**config.mk**
```make
export PLATFORM = sky130hd
export DESIGN_NAME = mem_access_stage
export DESIGN_NICKNAME = d
export VERILOG_FILES = /design/src/rtl/mem_access_stage.sv
export SDC_FILE = /design/constraint.sdc
export NUM_CORES = 1
export LEC_CHECK = 0
export CORE_MARGIN = 3
export CORE_UTILIZATION = 38
export CTS_CLUSTER_DIAMETER = 200
export DETAILED_ROUTE_END_ITERATION = 16
export PLACE_DENSITY = 0.94
export SYNTH_ARGS = -nofsm -noshare
export SYNTH_HDL_FRONTEND = slang
export SYNTH_SLANG_ARGS = --single-unit
```
**constraint.sdc**
```tcl
create_clock -name clk -period 3.1 [get_ports clk]
set_clock_uncertainty 0.2 [all_clocks]
set_input_delay 0.62 -clock clk [delete_from_list [all_inputs] [get_ports clk]]
set_output_delay 0.62 -clock clk [all_outputs]
set_load 0.01 [all_outputs]
```
**src/rtl/mem_access_stage.sv**
```systemverilog
// MEM stage of the 5-stage MIPS pipeline: drives the single-port data memory,
// holds the MEM/WB register and aligns/extends load data for writeback.
module mem_access_stage #(
    parameter int ADDR_W = 32
) (
    input  logic              clk,
    input  logic              rst,
    input  logic              stall,
    input  logic              ex_valid,
    input  logic [3:0]        ex_mem_op,
    input  logic [31:0]       ex_alu_res,
    input  logic [31:0]       ex_rt_data,
    input  logic [4:0]        ex_rd,
    input  logic              ex_w_reg_ena,
    input  logic              ex_wb_sel,
    output logic              mem_ena,
    output logic [3:0]        mem_wea,
    output logic [ADDR_W-1:0] mem_addra,
    output logic [31:0]       mem_dina,
    input  logic [31:0]       mem_douta,
    output logic              wb_valid,
    output logic [31:0]       wb_mem_data,
    output logic [31:0]       wb_alu_res,
    output logic [4:0]        wb_rd,
    output logic              wb_w_reg_ena,
    output logic              wb_wb_sel,
    output logic              wb_addr_err
);

    localparam logic [3:0] OP_NONE = 4'h0;
    localparam logic [3:0] OP_LB   = 4'h1;
    localparam logic [3:0] OP_LBU  = 4'h2;
    localparam logic [3:0] OP_LH   = 4'h3;
    localparam logic [3:0] OP_LHU  = 4'h4;
    localparam logic [3:0] OP_LW   = 4'h5;
    localparam logic [3:0] OP_SB   = 4'h9;
    localparam logic [3:0] OP_SH   = 4'hA;
    localparam logic [3:0] OP_SW   = 4'hB;

    logic        is_load_s;
    logic        is_store_s;
    logic        misalign_s;
    logic        req_ena_s;
    logic [3:0]  wea_s;
    logic [31:0] dina_s;
    logic [31:0] word_idx_s;
    logic [7:0]  byte_s;
    logic [15:0] half_s;
    logic [31:0] load_data_s;

    logic        valid_r;
    logic [31:0] alu_res_r;
    logic [4:0]  rd_r;
    logic        w_reg_ena_r;
    logic        wb_sel_r;
    logic [3:0]  op_r;
    logic [1:0]  offset_r;
    logic        addr_err_r;

    // Classify the EX/MEM op and check natural alignment
    always_comb begin
        is_load_s  = 1'b0;
        is_store_s = 1'b0;
        misalign_s = 1'b0;
        case (ex_mem_op)
            OP_LB, OP_LBU: begin
                is_load_s = 1'b1;
            end
            OP_LH, OP_LHU: begin
                is_load_s  = 1'b1;
                misalign_s = ex_alu_res[0];
            end
            OP_LW: begin
                is_load_s  = 1'b1;
                misalign_s = |ex_alu_res[1:0];
            end
            OP_SB: begin
                is_store_s = 1'b1;
            end
            OP_SH: begin
                is_store_s = 1'b1;
                misalign_s = ex_alu_res[0];
            end
            OP_SW: begin
                is_store_s = 1'b1;
                misalign_s = |ex_alu_res[1:0];
            end
            default: begin
                is_load_s  = 1'b0;
                is_store_s = 1'b0;
                misalign_s = 1'b0;
            end
        endcase
    end

    // Byte enables and lane-replicated write data for stores
    always_comb begin
        wea_s  = 4'b0000;
        dina_s = 32'h0000_0000;
        case (ex_mem_op)
            OP_SB: begin
                wea_s  = 4'b0001 << ex_alu_res[1:0];
                dina_s = {4{ex_rt_data[7:0]}};
            end
            OP_SH: begin
                wea_s  = ex_alu_res[1] ? 4'b1100 : 4'b0011;
                dina_s = {2{ex_rt_data[15:0]}};
            end
            OP_SW: begin
                wea_s  = 4'b1111;
                dina_s = ex_rt_data;
            end
            default: begin
                wea_s  = 4'b0000;
                dina_s = 32'h0000_0000;
            end
        endcase
    end

    // Reset gating keeps a store that is in flight when reset asserts from landing
    assign req_ena_s  = ex_valid & (is_load_s | is_store_s) & ~misalign_s & ~stall & ~rst;
    assign word_idx_s = {2'b00, ex_alu_res[31:2]};

    assign mem_ena   = req_ena_s;
    assign mem_wea   = req_ena_s ? wea_s : 4'b0000;
    assign mem_addra = word_idx_s[ADDR_W-1:0];
    assign mem_dina  = dina_s;

    // MEM/WB pipeline register, frozen while stalled
    always_ff @(posedge clk or posedge rst) begin
        if (rst) begin
            valid_r     <= 1'b0;
            alu_res_r   <= 32'h0000_0000;
            rd_r        <= 5'd0;
            w_reg_ena_r <= 1'b0;
            wb_sel_r    <= 1'b0;
            op_r        <= OP_NONE;
            offset_r    <= 2'd0;
            addr_err_r  <= 1'b0;
        end else if (!stall) begin
            valid_r     <= ex_valid;
            alu_res_r   <= ex_alu_res;
            rd_r        <= ex_rd;
            w_reg_ena_r <= ex_w_reg_ena & ex_valid & ~misalign_s;
            wb_sel_r    <= ex_wb_sel;
            op_r        <= ex_mem_op;
            offset_r    <= ex_alu_res[1:0];
            addr_err_r  <= ex_valid & misalign_s;
        end
    end

    // Lane selection for sub-word loads
    always_comb begin
        byte_s = 8'h00;
        case (offset_r)
            2'd0:    byte_s = mem_douta[7:0];
            2'd1:    byte_s = mem_douta[15:8];
            2'd2:    byte_s = mem_douta[23:16];
            2'd3:    byte_s = mem_douta[31:24];
            default: byte_s = 8'h00;
        endcase
        half_s = offset_r[1] ? mem_douta[31:16] : mem_douta[15:0];
    end

    // Sign/zero extension; faulted or non-load slots return zero
    always_comb begin
        load_data_s = 32'h0000_0000;
        if (addr_err_r) begin
            load_data_s = 32'h0000_0000;
        end else begin
            case (op_r)
                OP_LB:   load_data_s = {{24{byte_s[7]}}, byte_s};
                OP_LBU:  load_data_s = {24'h00_0000, byte_s};
                OP_LH:   load_data_s = {{16{half_s[15]}}, half_s};
                OP_LHU:  load_data_s = {16'h0000, half_s};
                OP_LW:   load_data_s = mem_douta;
                default: load_data_s = 32'h0000_0000;
            endcase
        end
    end

    assign wb_valid     = valid_r;
    assign wb_mem_data  = load_data_s;
    assign wb_alu_res   = alu_res_r;
    assign wb_rd        = rd_r;
    assign wb_w_reg_ena = w_reg_ena_r;
    assign wb_wb_sel    = wb_sel_r;
    assign wb_addr_err  = addr_err_r;

endmodule

```
==> results of run 1 <==
-- synthesized netlist by cell type, types with 3 or more instances --
library cell,number
dfrtp_1,45
nand2b_1,3
a21oi_2,9
buf_1,4
a21oi_1,27
nor2_1,23
o21ai_0,5
a221o_1,16
buf_4,33
clkbuf_1,15
nor2b_1,20
a22oi_1,17
nand2_1,22
a21o_1,10
mux4_1,8
mux2_2,42
buf_2,5
a211oi_1,7
inv_1,3
and2_1,8
-- per-layer routing --
layer  wire [um]  global-route usage  vias up
met5           0                   0        -
met4         234              0.0665        0
met3        1250              0.0682       26
met2        7370               0.477      222
met1        4940               0.283     1879
li1            -                   -     1805
-- registers in the layout, summed over array words and instances (netlist names) --
name / count
op_r: 4
wb_addr_err: 1
wb_alu_res: 32
wb_rd: 5
wb_valid: 1
wb_w_reg_ena: 1
wb_wb_sel: 1
-- power by group through the flow --
stage | logic (W) | registers (W) | clock network [W]
2_1_floorplan | 0.000352 | 0.000713 | 0
3_5_place_dp | 0.000855 | 0.000704 | 0
4_1_cts | 0.000847 | 0.000696 | 0.000477
3_3_place_gp | 0.000830 | 0.000697 | 0
5_1_grt | 0.000908 | 0.000706 | 0.000493
6_report | 0.000855 | 0.000697 | 0.000464
-- how the worst max path moves through the flow --
stage	to	slack, ps	depth (start not counted)
finish	mem_wea[0]	-60	9
global route	mem_wea[0]	-110	9
CTS	mem_wea[0]	-70	10
detailed placement	wb_mem_data[10]	-560	6
global placement	wb_mem_data[12]	-410	6
floorplan	mem_dina[24]	640	4
-- what timing repair did --
action	4_1_cts	5_1_grt
setup endpoints to repair	69	33
buffers inserted	11	1
cloned	1	0
gates resized for setup	105	34
pin swaps	8	2
-- area by class of cell --
type                    instances  area (um2)
multi-input cells             246        1970
fillers                       630        2430
clock buffers                   5        68.8
repair buffers                318        2970
flip-flops and latches         45        1130
well taps                     108         135
clock inverters                 3        47.5
inverters                       3        11.3
-- cells by family (layout without fill, tap and decap cells) --
family / after synthesis / count (layout)
DFF: 45 / 45
buffers and inverters: 62 / 329
and+or+nand+nor: 93 / 93
AOI/OAI and AO/OA: 97 / 98
other: 1 / 2
muxes: 52 / 52
xor gates and xnor gates: 1 / 1
-- metrics by stage --
| stage | setup slack, ps | util | hold WS [ps] | TNS, ps | cells |
|---|---|---|---|---|---|
| 3_3_place_gp | -414 | 0.700 | 271 | -13810 | 707 |
| 2_1_floorplan | 644 | - | 317 | 0 | 352 |
| 4_1_cts | -66.1 | 0.717 | 313 | -66.1 | 727 |
| 5_1_grt | -107 | 0.723 | 323 | -107 | 728 |
| 6_report | -58.8 | 0.723 | 308 | -58.8 | 728 |
| 3_5_place_dp | -560 | 0.700 | 289 | -17420 | 707 |
==> metrics.txt, run 1 <==
combinational family with the most area after synthesis=compound AO/OA/AOI/OAI gates; worst r2r src=wb_alu_res[1]; GRT Total Usage=0.255; Synth Area in Compound Gates=0.209; commonest non-fill, non-tap cell in the layout=clkdlybuf4s50_1; total grt overflow=0; GP Congestion=0.926; fmax=317 MHz; CP top delay family=buffers and inverters; CTS Hold Buffers Added=0; Detailed Routing Iterations Pass 1=4; Die Y=101 um; post-synth top area share=0.327; net switching power=0.000620 W; vias per inst=5.40; Worst-Skew Late Latency=300 ps; clock sink count=45; power share of the clock group=0.230; Nets=730; critical path required time=2280 ps; Final WS setup=-58.8 ps; crit path DAT=2340 ps; CP cell instances=clkdlybuf4s50_1 > or3b_4 > a21oi_4 > nand4b_1 > buf_4 > buf_4 > buf_4 > a21oi_2 > buf_2; Final setup violation count=1; PD cells=318 nW/um2; Seq pwr share=0.346; io pins=253; Slowest cell on crit path=clkdlybuf4s50_1; Synth Area in Simple Gates=0.144; Design Area, Final=6340 um2; violated checks=negative setup slack; Startpoint Class=primary input; Crit. End Element=primary output; Reg2Reg Depth=2; Max FO, Critical Path=4; RSZ-0062 raised after global routing=yes; CTS root buffer=clkbuf_8; first-pass GRT wire length=21.0 mm; number of diodes=0; share of layout cells above drive strength 1=0.273; Final HPWL DP=10.7 mm; EDFF count, synth=0; Period minus WS final=3160 ps; Synth Flop Type=dfrtp_1; ANT nets after route=0; clock buffer depth=2; worst vdd rail ir drop=0.269 mV; CTS buffer count=5; DRC Markers=0; Starting Density=0.393; max-slew violations=0; full die area=10200 um2; crit path buf inv count=5; Synthesis Warnings=0; slowest cell delay on critical path=430 ps; Clk pin slew, worst setup/hold paths=90 ps; Adder-Cell Fraction of Synth Area=0; R2R Path End=wb_alu_res[1]; Cell Area, Synth=3440 um2; Post-Synth XOR/XNOR Area=0.00254; hold crit path type=register to register; P_leak=2.98 nW; Synth cell types=44; outcome=finished, violations left; most frequent cells in the layout=177 x clkdlybuf4s50_1, 60 x buf_4, 43 x dlygate4sd2_1; hold-critical path endpoint=wb_w_reg_ena; Rows=34; total power=0.00201 W; sequential fraction of the synthesis area=0.327; syn avg cell area=9.81 um2; ranking of synthesized cells by area=dfrtp_1 33%, mux2_2 14%, buf_4 7.2%; post-synthesis cell count=351; die width=101 um; max-cap violations=0; Crit Path Class=primary input to primary output; multiplexer share of the synthesized area=0.204; cell taking the most area after synthesis=dfrtp_1; Fin. Hold Viols=0; H-tree depth=2; placed cell area=6140 um2; DR vias=3932; combinational group share of total power=0.424; detailed router's first-iteration violation count=131; Int Power=0.00139 W; actual slew at the worst max-slew pin=588 ps; hold depth=1; mean routed wirelength per cell=18.9 um; Crit path top cell by count=buf_4; largest net degree at the start of global routing=46; WL final=13.8 mm; Worst slew margin=0.607; vias in the first global route=4145; asr flop ratio synth=1.00; Core Region=8760 um2; P&R area growth vs syn=84.0%; crit share post-route=1.02; CTS tree=built; antenna violations before repair=0; worst setup path start=ex_mem_op[3]; FF-to-FF setup slack=1860 ps; post-synthesis sequential element count=45; number of port buffers=250; switch share=0.308; Hold Crit Start=wb_w_reg_ena
Power figures use the tool's default switching activity.
==> inputs of run 2 (changes only) <==
--- a/config.mk
+++ b/config.mk
@@ -5,11 +5,12 @@
 export SDC_FILE = /design/constraint.sdc
 export NUM_CORES = 1
 export LEC_CHECK = 0
-export CORE_MARGIN = 3
-export CORE_UTILIZATION = 38
+export CORE_AREA = 3 3 97 99
 export CTS_CLUSTER_DIAMETER = 200
 export DETAILED_ROUTE_END_ITERATION = 16
-export PLACE_DENSITY = 0.94
+export DIE_AREA = 0 0 100 102
+export DONT_BUFFER_PORTS = 1
+export PLACE_DENSITY = 0.6
 export SYNTH_ARGS = -nofsm -noshare
 export SYNTH_HDL_FRONTEND = slang
 export SYNTH_SLANG_ARGS = --single-unit
==> run 2 against run 1 <==
  * The run now ends clean
  * Global-route usage shrank 9.2 points
  * Utilization decreased by 34 points
  * First-iteration DRC count increased by 18%
  * Count of clock-buffer cells in the layout rose by 2
  * Worst hold slack got worse by 110 ps
  * Flip-flop and latch count unchanged
  * Combinational power fell by 63%
  * Largest power group is now sequential cells
==> metrics.txt, run 2 (synthesized netlist as in run 1, its figures left out) <==
outcome=completed; P&R area growth vs syn=-2.91%; CTS tree=built; Die Y=102 um; number of port buffers=0; FF-to-FF setup slack=1800 ps; Final WS setup=116 ps; R2R Path End=wb_alu_res[0]; setup bufs post-CTS=0; RSZ-0062 raised after global routing=no; critical path required time=2280 ps; number of diodes=0; GP Congestion=0.744; max-cap violations=0; share of layout cells above drive strength 1=0.237; crit path DAT=2160 ps; Sum Neg Setup Slack=0 ps; Fill cells=858; Clk pin slew, worst setup/hold paths=80 ps; Final setup violation count=0; Worst slew margin=0.407; P_leak=1.30 nW; io pins=253; clock buffer depth=2; DP Worst Slack=428 ps; commonest non-fill, non-tap cell in the layout=dfrtp_1; actual slew at the worst max-slew pin=888 ps; GRT Total Usage=0.162; Reg2Reg Depth=1; multi-input logic area=1940 um2; max-slew violations=0; Startpoint Class=register; vias in the first global route=2479; DR vias=2628; total power=0.00139 W; Period minus WS final=2980 ps; Largest register FFs=32; WL final=9.14 mm; placed insts=408; Rows=34; crit share post-route=0.962; DRC Markers=0; die width=100 um; Max FO, Critical Path=16; most frequent cells in the layout=45 x dfrtp_1, 42 x mux2_2, 27 x a21oi_1; Worst-Skew Late Latency=280 ps; CTS buffer count=5; Crit Path Class=register to primary output; CTS root buffer=clkbuf_8; post-CTS sizing=0; fmax=335 MHz; total grt overflow=0; Final HPWL DP=7.02 mm; CTS Hold Buffers Added=0; Starting Density=0.399; Fin. Hold Viols=0; first-pass GRT wire length=13.4 mm; Nets=418; Core Region=8640 um2; largest net degree at the start of global routing=53; register area=1130 um2; worst r2r src=wb_alu_res[0]; clock sink count=45; ANT nets after route=0; detailed router's first-iteration violation count=154; mean routed wirelength per cell=22.0 um; Layout Cells excl Fill=416; hold crit path type=primary input to asynchronous set/reset pin; Crit. End Element=primary output; PD cells=415 nW/um2; Detailed Routing Iterations Pass 1=4; placed cell area=3260 um2; Design Area, Final=3340 um2; H-tree depth=2; worst vdd rail ir drop=0.325 mV; vias per inst=6.32; antenna violations before repair=0; full die area=10200 um2
==> run 2: worst max-delay path, stage by stage, from the launching register on <==
cell	delay, ps
dfrtp_1	550
buf_4	240
and4bb_2	250
o21a_1	390
a221o_1	430
==> run 2: power breakdown <==
part / total (W) / internal [W] / switching (W) / leakage [nW]
Clock: 0.000342 / 0.000160 / 0.000182 / 0.0385
Sequential: 0.000728 / 0.000644 / 0.0000837 / 0.530
Combinational: 0.000317 / 0.000159 / 0.000158 / 0.729
Total: 0.00139 / 0.000963 / 0.000424 / 1.30
==> run 2: final cells by class <==
cell class	instances	share of cell area
Multi-Input combinational cell	245	0.579
Tap cell	108	0.0404
Sequential cell	45	0.337
Clock buffer	7	0.0228
Timing Repair Buffer	7	0.0157
Inverter	3	0.00337
Clock inverter	1	0.00224
==> run 2: worst max path at each step <==
| stage | start | end | slack, ps | depth (start not counted) |
|---|---|---|---|---|
| 6_report | wb_alu_res[1] | wb_mem_data[0] | 120 | 4 |
| 5_1_grt | wb_alu_res[1] | wb_mem_data[15] | 10 | 4 |
| 4_1_cts | wb_alu_res[1] | wb_mem_data[0] | 100 | 4 |
| 3_5_place_dp | wb_alu_res[0] | wb_mem_data[4] | 430 | 3 |
| 3_3_place_gp | wb_alu_res[1] | wb_mem_data[8] | 460 | 5 |
| 2_1_floorplan | ex_mem_op[1] | mem_dina[24] | 640 | 4 |
==> run 2: metal layers <==
layer,wire length (um),track usage,vias up,part of all wire
met5,0,0,-,0
met4,114,0.0415,0,0.012
met3,953,0.0553,12,0.10
met2,4610,0.279,165,0.50
met1,3460,0.196,1285,0.38
li1,-,-,1166,-
==> run 2: metrics by stage <==
step	hold WS (ps)	util
2_1_floorplan	317	-
3_3_place_gp	344	0.378
3_5_place_dp	351	0.378
4_1_cts	228	0.387
5_1_grt	247	0.387
6_report	197	0.387
==> inputs of run 3 (changes only) <==
--- a/config.mk
+++ b/config.mk
@@ -10,7 +10,9 @@
 export DETAILED_ROUTE_END_ITERATION = 16
 export DIE_AREA = 0 0 100 102
 export DONT_BUFFER_PORTS = 1
+export GPL_ROUTABILITY_DRIVEN = 0
 export PLACE_DENSITY = 0.6
+export SKIP_CTS_REPAIR_TIMING = 1
 export SYNTH_ARGS = -nofsm -noshare
 export SYNTH_HDL_FRONTEND = slang
 export SYNTH_SLANG_ARGS = --single-unit
==> results of run 3 <==
Same layout as run 2: the final DEF is identical, and so are final timing and power.
